`src/rtl/decode_pkg.sv`:
```
// Shared types for the ARM decode stage: instruction classes, handshake states,
// the decoded-instruction record and the immediate rotate helper.
package decode_pkg;

    localparam int INSTR_W   = 32;
    localparam int REG_IDX_W = 4;

    typedef enum logic [1:0] {
        CLS_DP     = 2'd0,
        CLS_LDST   = 2'd1,
        CLS_BRANCH = 2'd2,
        CLS_UNDEF  = 2'd3
    } inst_class_e;

    typedef enum logic [1:0] {
        REQ    = 2'd0,
        WAITLO = 2'd1,
        WAITHI = 2'd2,
        HOLD   = 2'd3
    } state_e;

    typedef struct packed {
        logic [3:0]           cond;
        inst_class_e          instClass;
        logic [3:0]           opcode;
        logic                 sBit;
        logic [REG_IDX_W-1:0] rn;
        logic [REG_IDX_W-1:0] rd;
        logic [REG_IDX_W-1:0] rm;
        logic                 useImm;
        logic [INSTR_W-1:0]   imm;
        logic [1:0]           shiftType;
        logic [4:0]           shiftAmt;
    } decoded_t;

    function automatic logic [31:0] ror32(input logic [31:0] value, input logic [4:0] amount);
        logic [63:0] doubled;
        doubled = {value, value} >> amount;
        return doubled[31:0];
    endfunction

endpackage

```
`src/rtl/decode_stage_fields.sv`:
```
// Purely combinational ARM field splitter: one 32-bit word in, one decoded record out.
module decode_fields
    import decode_pkg::*;
(
    input  logic [INSTR_W-1:0] word_i,
    output decoded_t           fields_o
);

    always_comb begin
        fields_o           = '0;
        fields_o.cond      = word_i[31:28];
        fields_o.rn        = word_i[19:16];
        fields_o.rd        = word_i[15:12];
        fields_o.rm        = word_i[3:0];
        fields_o.shiftType = word_i[6:5];
        fields_o.shiftAmt  = word_i[11:7];
        fields_o.instClass = CLS_UNDEF;

        if (word_i[27:26] == 2'b00) begin
            fields_o.instClass = CLS_DP;
            fields_o.opcode    = word_i[24:21];
            fields_o.sBit      = word_i[20];
            // Rotate field counts in pairs of bits, so the amount is always even.
            if (word_i[25]) begin
                fields_o.useImm = 1'b1;
                fields_o.imm    = ror32({24'b0, word_i[7:0]}, {word_i[11:8], 1'b0});
            end
        end else if (word_i[27:26] == 2'b01) begin
            fields_o.instClass = CLS_LDST;
            fields_o.opcode    = {word_i[24], word_i[23], word_i[22], word_i[20]};
            if (!word_i[25]) begin
                fields_o.useImm = 1'b1;
                fields_o.imm    = {20'b0, word_i[11:0]};
            end
        end else if (word_i[27:25] == 3'b101) begin
            fields_o.instClass = CLS_BRANCH;
            fields_o.opcode    = {3'b000, word_i[24]};
            fields_o.useImm    = 1'b1;
            fields_o.imm       = {{8{word_i[23]}}, word_i[23:0]};
        end
    end

endmodule

```
`src/rtl/decode_stage.sv`:
```
// Decode stage: toggle/level handshake to fetch, one-entry prefetch, valid/ready to execute.
// Optional DECODE_READY_SYNC_EN adds a 2-flop synchronizer on readyIn.
module decode_stage
    import decode_pkg::*;
#(
    parameter int DATA_W = INSTR_W,
    parameter int REG_W  = REG_IDX_W
) (
    input  logic              clk,
    input  logic              reset,
    output logic              triggerOut,
    input  logic              readyIn,
    input  logic [DATA_W-1:0] dataIn,
    output logic              decValid,
    input  logic              execReady,
    input  logic              flush,
    output logic [3:0]        cond,
    output logic [1:0]        instClass,
    output logic [3:0]        opcode,
    output logic              sBit,
    output logic [REG_W-1:0]  rn,
    output logic [REG_W-1:0]  rd,
    output logic [REG_W-1:0]  rm,
    output logic              useImm,
    output logic [DATA_W-1:0] imm,
    output logic [1:0]        shiftType,
    output logic [4:0]        shiftAmt
);

    state_e             stateQ;
    logic               trigQ;
    logic               discardQ;
    logic               wordFullQ;
    logic [DATA_W-1:0]  wordQ;
    logic               decValidQ;
    decoded_t           outQ;
    decoded_t           decoded;
    logic               readyUse;
    logic               drain;
    logic               space;
    logic               captureNow;
    logic               keepWord;

`ifdef DECODE_READY_SYNC_EN
    logic [1:0] readySyncQ;

    always_ff @(posedge clk or negedge reset) begin
        if (!reset) begin
            readySyncQ <= 2'b00;
        end else begin
            readySyncQ <= {readySyncQ[0], readyIn};
        end
    end

    assign readyUse = readySyncQ[1];
`else
    assign readyUse = readyIn;
`endif

    decode_fields u_fields (
        .word_i   (wordQ),
        .fields_o (decoded)
    );

    // wordQ doubles as capture register and prefetch buffer; it drains whenever the output slot frees.
    assign drain      = wordFullQ && (!decValidQ || execReady) && !flush;
    assign space      = !wordFullQ || drain || flush;
    assign captureNow = (stateQ == WAITHI) && readyUse;
    assign keepWord   = captureNow && !discardQ && !flush;

    always_ff @(posedge clk or negedge reset) begin
        if (!reset) begin
            stateQ    <= REQ;
            trigQ     <= 1'b0;
            discardQ  <= 1'b0;
            wordFullQ <= 1'b0;
            wordQ     <= '0;
        end else begin
            case (stateQ)
                REQ: begin
                    trigQ  <= ~trigQ;
                    stateQ <= WAITLO;
                end
                WAITLO: begin
                    if (!readyUse) begin
                        stateQ <= WAITHI;
                    end
                end
                WAITHI: begin
                    if (readyUse) begin
                        stateQ <= keepWord ? HOLD : REQ;
                    end
                end
                HOLD: begin
                    if (space) begin
                        trigQ  <= ~trigQ;
                        stateQ <= WAITLO;
                    end
                end
                default: stateQ <= REQ;
            endcase

            if (keepWord) begin
                wordQ     <= dataIn;
                wordFullQ <= 1'b1;
            end else if (flush || drain) begin
                wordFullQ <= 1'b0;
            end

            // An in-flight request hit by a flush must still finish its handshake before it is dropped.
            if (captureNow) begin
                discardQ <= 1'b0;
            end else if (flush && (stateQ == WAITLO || stateQ == WAITHI)) begin
                discardQ <= 1'b1;
            end
        end
    end

    always_ff @(posedge clk or negedge reset) begin
        if (!reset) begin
            decValidQ <= 1'b0;
            outQ      <= '0;
        end else if (flush) begin
            decValidQ <= 1'b0;
        end else if (drain) begin
            decValidQ <= 1'b1;
            outQ      <= decoded;
        end else if (execReady) begin
            decValidQ <= 1'b0;
        end
    end

    assign triggerOut = trigQ;
    assign decValid   = decValidQ;
    assign cond       = outQ.cond;
    assign instClass  = outQ.instClass;
    assign opcode     = outQ.opcode;
    assign sBit       = outQ.sBit;
    assign rn         = outQ.rn;
    assign rd         = outQ.rd;
    assign rm         = outQ.rm;
    assign useImm     = outQ.useImm;
    assign imm        = outQ.imm;
    assign shiftType  = outQ.shiftType;
    assign shiftAmt   = outQ.shiftAmt;

endmodule

```
`config.mk`:
```
export PLATFORM = sky130hd
export DESIGN_NAME = decode_stage
export DESIGN_NICKNAME = d
export VERILOG_FILES = /design/src/rtl/decode_pkg.sv /design/src/rtl/decode_stage_fields.sv /design/src/rtl/decode_stage.sv
export SDC_FILE = /design/constraint.sdc
export NUM_CORES = 1
export LEC_CHECK = 0
export BUFFER_PORTS_ARGS = -buffer_cell sky130_fd_sc_hd__buf_2
export CELL_PAD_IN_SITES_DETAIL_PLACEMENT = 1
export CELL_PAD_IN_SITES_GLOBAL_PLACEMENT = 1
export CORE_ASPECT_RATIO = 0.9
export CORE_MARGIN = 3
export CORE_UTILIZATION = 40
export DETAILED_ROUTE_END_ITERATION = 7
export GPL_TIMING_DRIVEN = 0
export PLACE_DENSITY_LB_ADDON = 0.15
export SLEW_MARGIN = 30
export SYNTH_ARGS = -nofsm -noshare
export SYNTH_HDL_FRONTEND = slang
export SYNTH_HIERARCHICAL = 1
export SYNTH_SLANG_ARGS = --single-unit
export TNS_END_PERCENT = 100
```
`constraint.sdc`:
```
create_clock -name clk -period 3.9 [get_ports clk]
set_input_delay 0 -clock clk [delete_from_list [all_inputs] [get_ports clk]]
set_output_delay 0 -clock clk [all_outputs]
set_load 0.02 [all_outputs]
```
-- Yosys cells after proc, flatten, opt, wreduce, memory -nomap -nowiden
Index checks and enable logic that the tools add are counted.
- register bits after elaboration: 101
- input port bits: 37
- output and inout port bits: 65
- equality and inequality tests: 8
- shifts and indexed selects: 1
- muxes and demuxes: 23
- bitwise logic cells: 2
- reduce and logical (&&, ||, !) cells: 24
- operators with widths (kind ; count):
    2-to-1 mux 33 bit ; 5
    >> shifter 40 x 5 -> 32 bit ; 1
    2-to-1 mux 6 bit ; 2
    2-to-1 mux 1 bit ; 9
    2-to-1 mux 2 bit ; 4
    one-hot mux 2 bit (4 select lines) ; 1
    logical AND 1 bit ; 6
    inequality test 2 bit, second input constant ; 3
    nonzero test 2 bit ; 3
    logical OR 1 bit ; 5
    2-to-1 mux 5 bit ; 1
    == test 2 x 1 -> 1 bit, second input constant ; 2
    == test 2 bit, second input constant ; 2
    zero test 1 bit ; 4
    zero test 2 bit ; 2
    AND reduction 2 bit ; 2
    == test 3 bit, second input constant ; 1
    AND reduction 3 bit ; 1
    nonzero test 3 bit ; 1
    inverter 1 bit ; 2
    one-hot mux 1 bit (2 select lines) ; 1

-- Depth between registers and ports, before layout
- word-level depth: 8
- mapped depth: 7

-- By module
The synthesis kept the hierarchy.
- modules (own cells, without submodules) (module ; times used ; cells an instance ; area an instance (sq um) ; seq. area each (sq um)):
    decode_stage ; 1 ; 237 ; 4210.3 ; 2527.4
    decode_fields ; 1 ; 151 ; 1026.0 ; 0.0

-- Least setup slack after synthesis
Ideal clock, no wire load.
- path type: reg2reg
- start point: register stateQ[0]
- end point: register wordQ[10]
- library setup time: 125 ps
- arrival time: 1556 ps
- data required time: 3775 ps
- path slack: 2220 ps
- cell stages (with the launch flop): 7
- clock period less this slack: 1680 ps
- cells stage by stage: dfrtp_1 -> inv_1 -> ha_1 -> nand2_1 -> nor3_4 -> buf_4 -> mux2_2
- word-level cells in the longest chain between the ends: 4
- ends and longest elaborated chain (what ; RTL line ; text):
    start, declared ; decode_stage.sv:30 ; state_e stateQ;
    start signal, assigned ; decode_stage.sv:91 ; stateQ <= keepWord ? HOLD : REQ;
    == test 2 bit ; decode_stage.sv:68 ; assign captureNow = (stateQ == WAITHI) && readyUse;
    logical AND 1 bit ; decode_stage.sv:68 ;
    logical AND 1 bit (2 in a row) ; decode_stage.sv:69 ; assign keepWord = captureNow && !discardQ && !flush;
    end signal, assigned ; decode_stage.sv:104 ; wordQ <= dataIn;
    end, declared ; decode_stage.sv:34 ; logic [DATA_W-1:0] wordQ;
No other way between the ends.
A chain may end at the register's enable or synchronous reset.

==> results <==
- The mean instance size in the synthesized netlist is 13.5 sq um.
- The critical path crosses 5 cells after its start point.
- The flow ran to the end, and the final reports show no timing, DRC or antenna violations.
- The count of filler cells inserted in the layout is 1359.
- The number of flops mapped to enable cells by yosys is 0.
- The worst register-to-register path begins at wordQ[9].
- The overall global routing resource usage is 0.188.
- The net count of the finished layout is 577.
- Entering global routing, the biggest net connects 56 pins.
- The proportion of register bits with asynchronous set or reset after synthesis is 1.00.
- The number of H-tree branching levels is 3.
- The maximum resistive drop on vdd is 0.000276 V.
- The CTS sink count is 101.
- The clock latency at the later pin of the worst-skew pair is 0.34 ns.
- During I/O placement, the number of pins put on the boundary was 102.
- On the final layout, the worst hold slack is 0.153 ns.
- The longest clock path from root to sink contains 2 buffers.
- The count of maximum capacitance violations is 0.
- The clock slew at the register clock pins of the worst setup and hold paths is 0.06 ns.
- Before antenna repair, the detailed router went through 6 iterations.
- Timing would allow up to 474 MHz.
- The start-to-end type of the worst setup path is reg -> reg.
- The net count after synthesis is 429.
- Setup violations remaining at the end of the flow were counted as 0.
- The final hold violation count came to 0.
- The final global-route overflow total is 0.
- The area of placed instances is 5980 sq um.
- The chip width is 127 um.
- For the pin with the worst max-slew slack, the measured transition is 0.669 ns.
- The most used flip-flop cell after synthesis is sky130_fd_sc_hd__dfrtp_1.
- The part of the Yosys area used for sequential elements is 0.483.
- The number of global-route vias before repair came to 3826.
- The class of the tightest hold or removal check is in -> async.
- The height of the die is 115 um.
- The cell area that synthesis handed to floorplanning was 5240 sq um.
- The most common cell after layout, fill and taps aside is sky130_fd_sc_hd__buf_2.
- The number of slew-limit violations in the final report is 0.
- The data arrival time of the worst path is 2.34 ns.
- In this run, CTS created clock tree buffers numbering 9.
- The analysis attributes to cell leakage a power of 3.33 nW.
- The startpoint type of the worst setup path is a register.
- The floorplan core area is 12700 sq um.
- The number of cells on the worst reg-to-reg path is 5.
- The fraction of layout cells with a size suffix above 1 is 0.501.
- Traced cell by cell, the critical path runs through buf_2, nor2_1, a222oi_1, o21ai_1, mux2_4.
- The mean number of vias per cell is 5.01.
- In the layout the commonest cells are sky130_fd_sc_hd__buf_2 (107), sky130_fd_sc_hd__dfrtp_1 (101), sky130_fd_sc_hd__mux2_4 (62).
- The buffer count from post-CTS setup fixing is 0.
- TritonCTS built the clock tree.
- The row count is 39.
- Headroom to the max-slew limit came out at 0.553.
- The cell area after layout is 6630 sq um.
- In this run the worst setup path terminates at imm[14].
- For this block, the initial DRC count from the detailed router was 107.
- From synthesis to final layout, the design area changed by 26.6%.
- At the worst endpoint, the required time is 4.13 ns.
- Buffers placed on the I/O ports in this run total 101.
- Tracing the worst setup path back leads to its startpoint at wordQ[9].
- The total length of routed wires is 13200 um.
- Synthesis inferred 101 register bits.
- The register-to-register setup slack is 1.79 ns.
- The total vias in the final route is 3533.
- The initial utilization of the core area, before any placement, comes to 0.411.
- The detailed placement HPWL is 9570 um.
- The average wire length per cell after detail routing is 18.7 um.
- The cell class contributing the biggest share of worst-path delay is compound AO/OA/AOI/OAI gates.
- The congestion estimate from routability-driven global placement came to 0.939.
- Power spread over the standard cell area amounts to 513 nW/um^2.
- The largest individual stage delay along the critical path comes from the cell sky130_fd_sc_hd__a222oi_1.
- After synthesis, the netlist uses 51 different library cells.
- The end of the worst register-to-register path is imm[14].
- The remaining antenna violation count is 0.
- Dividing the final minimum period by the clock period gives 0.541.
- In the synthesized netlist, the number of instances is 388.
- For the final database, setup skew stands at 0.00323 ns.
- Counting I/O delays and the setup requirement, the final critical path takes 2.11 ns.
- The nature of the critical path endpoint is a register.
- The first global-routing pass estimated 21300 um of wire.
- The cell at the root of the clock tree is sky130_fd_sc_hd__clkbuf_16.
- Along the worst path, the maximum fanout reaches 10.
- The remaining design rule violation count is 0.
- The initial antenna violation count is 0.
- The die covers 14500 sq um.
- Yosys printed 6 warnings.
- The accumulated negative setup slack is 0 ns.
- Setup repair after global routing left no endpoint under its margin.
- The number of diodes is 0.
- The combined buffer and inverter count along the critical path is 1.
- In this design, the stage delay of the slowest critical-path cell is 0.59 ns.
==> cells in the mapped netlist, types with 6 or more instances <==
cell | count | area share
sky130_fd_sc_hd__mux2_2 | 39 | 0.084
sky130_fd_sc_hd__nor2b_1 | 7 | 0.0084
sky130_fd_sc_hd__inv_1 | 7 | 0.0050
sky130_fd_sc_hd__o21ai_1 | 8 | 0.0076
sky130_fd_sc_hd__buf_4 | 26 | 0.037
sky130_fd_sc_hd__nand2_1 | 21 | 0.015
sky130_fd_sc_hd__dfrtp_1 | 101 | 0.48
sky130_fd_sc_hd__nand3_1 | 10 | 0.0096
sky130_fd_sc_hd__buf_12 | 7 | 0.027
sky130_fd_sc_hd__mux2_4 | 62 | 0.18
sky130_fd_sc_hd__mux2i_1 | 6 | 0.011
sky130_fd_sc_hd__o21ai_0 | 15 | 0.014
sky130_fd_sc_hd__buf_2 | 7 | 0.0067
==> registers in the layout, indices dropped and copies added, names as in the netlist, 4 cells and up <==
| register | cells |
|---|---|
| rn | 4 |
| wordQ | 32 |
| imm | 32 |
| shiftAmt | 5 |
| opcode | 4 |
| rm | 4 |
| rd | 4 |
| cond | 4 |
==> per-stage QoR <==
| stage | setup slack, ns | utilization | instances | power, W |
|---|---|---|---|---|
| after CTS | 1.82 | 0.520 | 705 | 0.00344 |
| after global placement | 1.72 | 0.467 | 653 | 0.00249 |
| after floorplan | 2.22 | - | 388 | 0.00218 |
| final | 1.79 | 0.520 | 705 | 0.00340 |
| after detailed placement | 1.83 | 0.470 | 654 | 0.00252 |
| after global routing | 1.65 | 0.520 | 705 | 0.00363 |
==> repair_timing <==
action | 4_1_cts | 5_1_grt
endpoints found under the hold margin | 114 | 0
endpoints found under the setup margin | 0 | 0
hold buffers | 35 | 0
resized for setup | 0 | 0
==> cells by family (layout without fill, tap and decap cells) <==
logic type               Yosys count  in the layout  share of synthesized area
AO/OA/AOI/OAI                     58             58                     0.0738
XOR/XNOR                           1              1                    0.00167
adder cells (fa/ha/maj)            4              4                    0.00956
buffers and inverters             52            205                     0.0836
flip-flops                       101            101                      0.483
multiplexers                     108            108                      0.276
AND/OR/NAND/NOR                   64             64                     0.0729
==> metal layers <==
metal  routed length (um)  up-vias  GRT usage
li1                     -     1665          -
met1                 6030     1770      0.252
met2                 6440       84      0.308
met3                  542       14     0.0438
met4                  168        0     0.0536
met5                    0        -          0
==> power by group <==
part	switching (W)	total [W]	internal [W]
logic	0.000540	0.00109	0.000554
clock network	0.000377	0.000878	0.000500
registers	0.000201	0.00143	0.00123
total	0.00112	0.00340	0.00228
==> layout make-up <==
cell class	count	area, sq um	share of cell area
multi-input combinational	235	2270	0.343
timing repair buffer	137	890	0.134
clock inverter	3	17.5	0.00264
buffer	45	412	0.0621
clock buffer	13	280	0.0423
sequential	101	2530	0.381
inverter	7	26.3	0.00396
tap	164	205	0.0310
==> how the worst min path moves through the flow <==
stage                      endpoint  cells after the start       start  slack, ns
after floorplan             cond[0]                      0       reset      -0.30
after global placement    wordQ[28]                      2  dataIn[28]       0.23
after detailed placement      rm[1]                      1       reset      -0.04
after CTS                  decValid                      4   execReady       0.14
after global routing      wordFullQ                      3   execReady       0.18
final                         rm[1]                      2       reset       0.15
==> worst register-to-register path, cell delays in order, from the launching register on <==
cell	delay [ns]
sky130_fd_sc_hd__dfrtp_1	0.43
sky130_fd_sc_hd__buf_2	0.32
sky130_fd_sc_hd__nor2_1	0.24
sky130_fd_sc_hd__a222oi_1	0.59
sky130_fd_sc_hd__o21ai_1	0.15
sky130_fd_sc_hd__mux2_4	0.28
No activity file was read; power rests on OpenSTA's default activity.
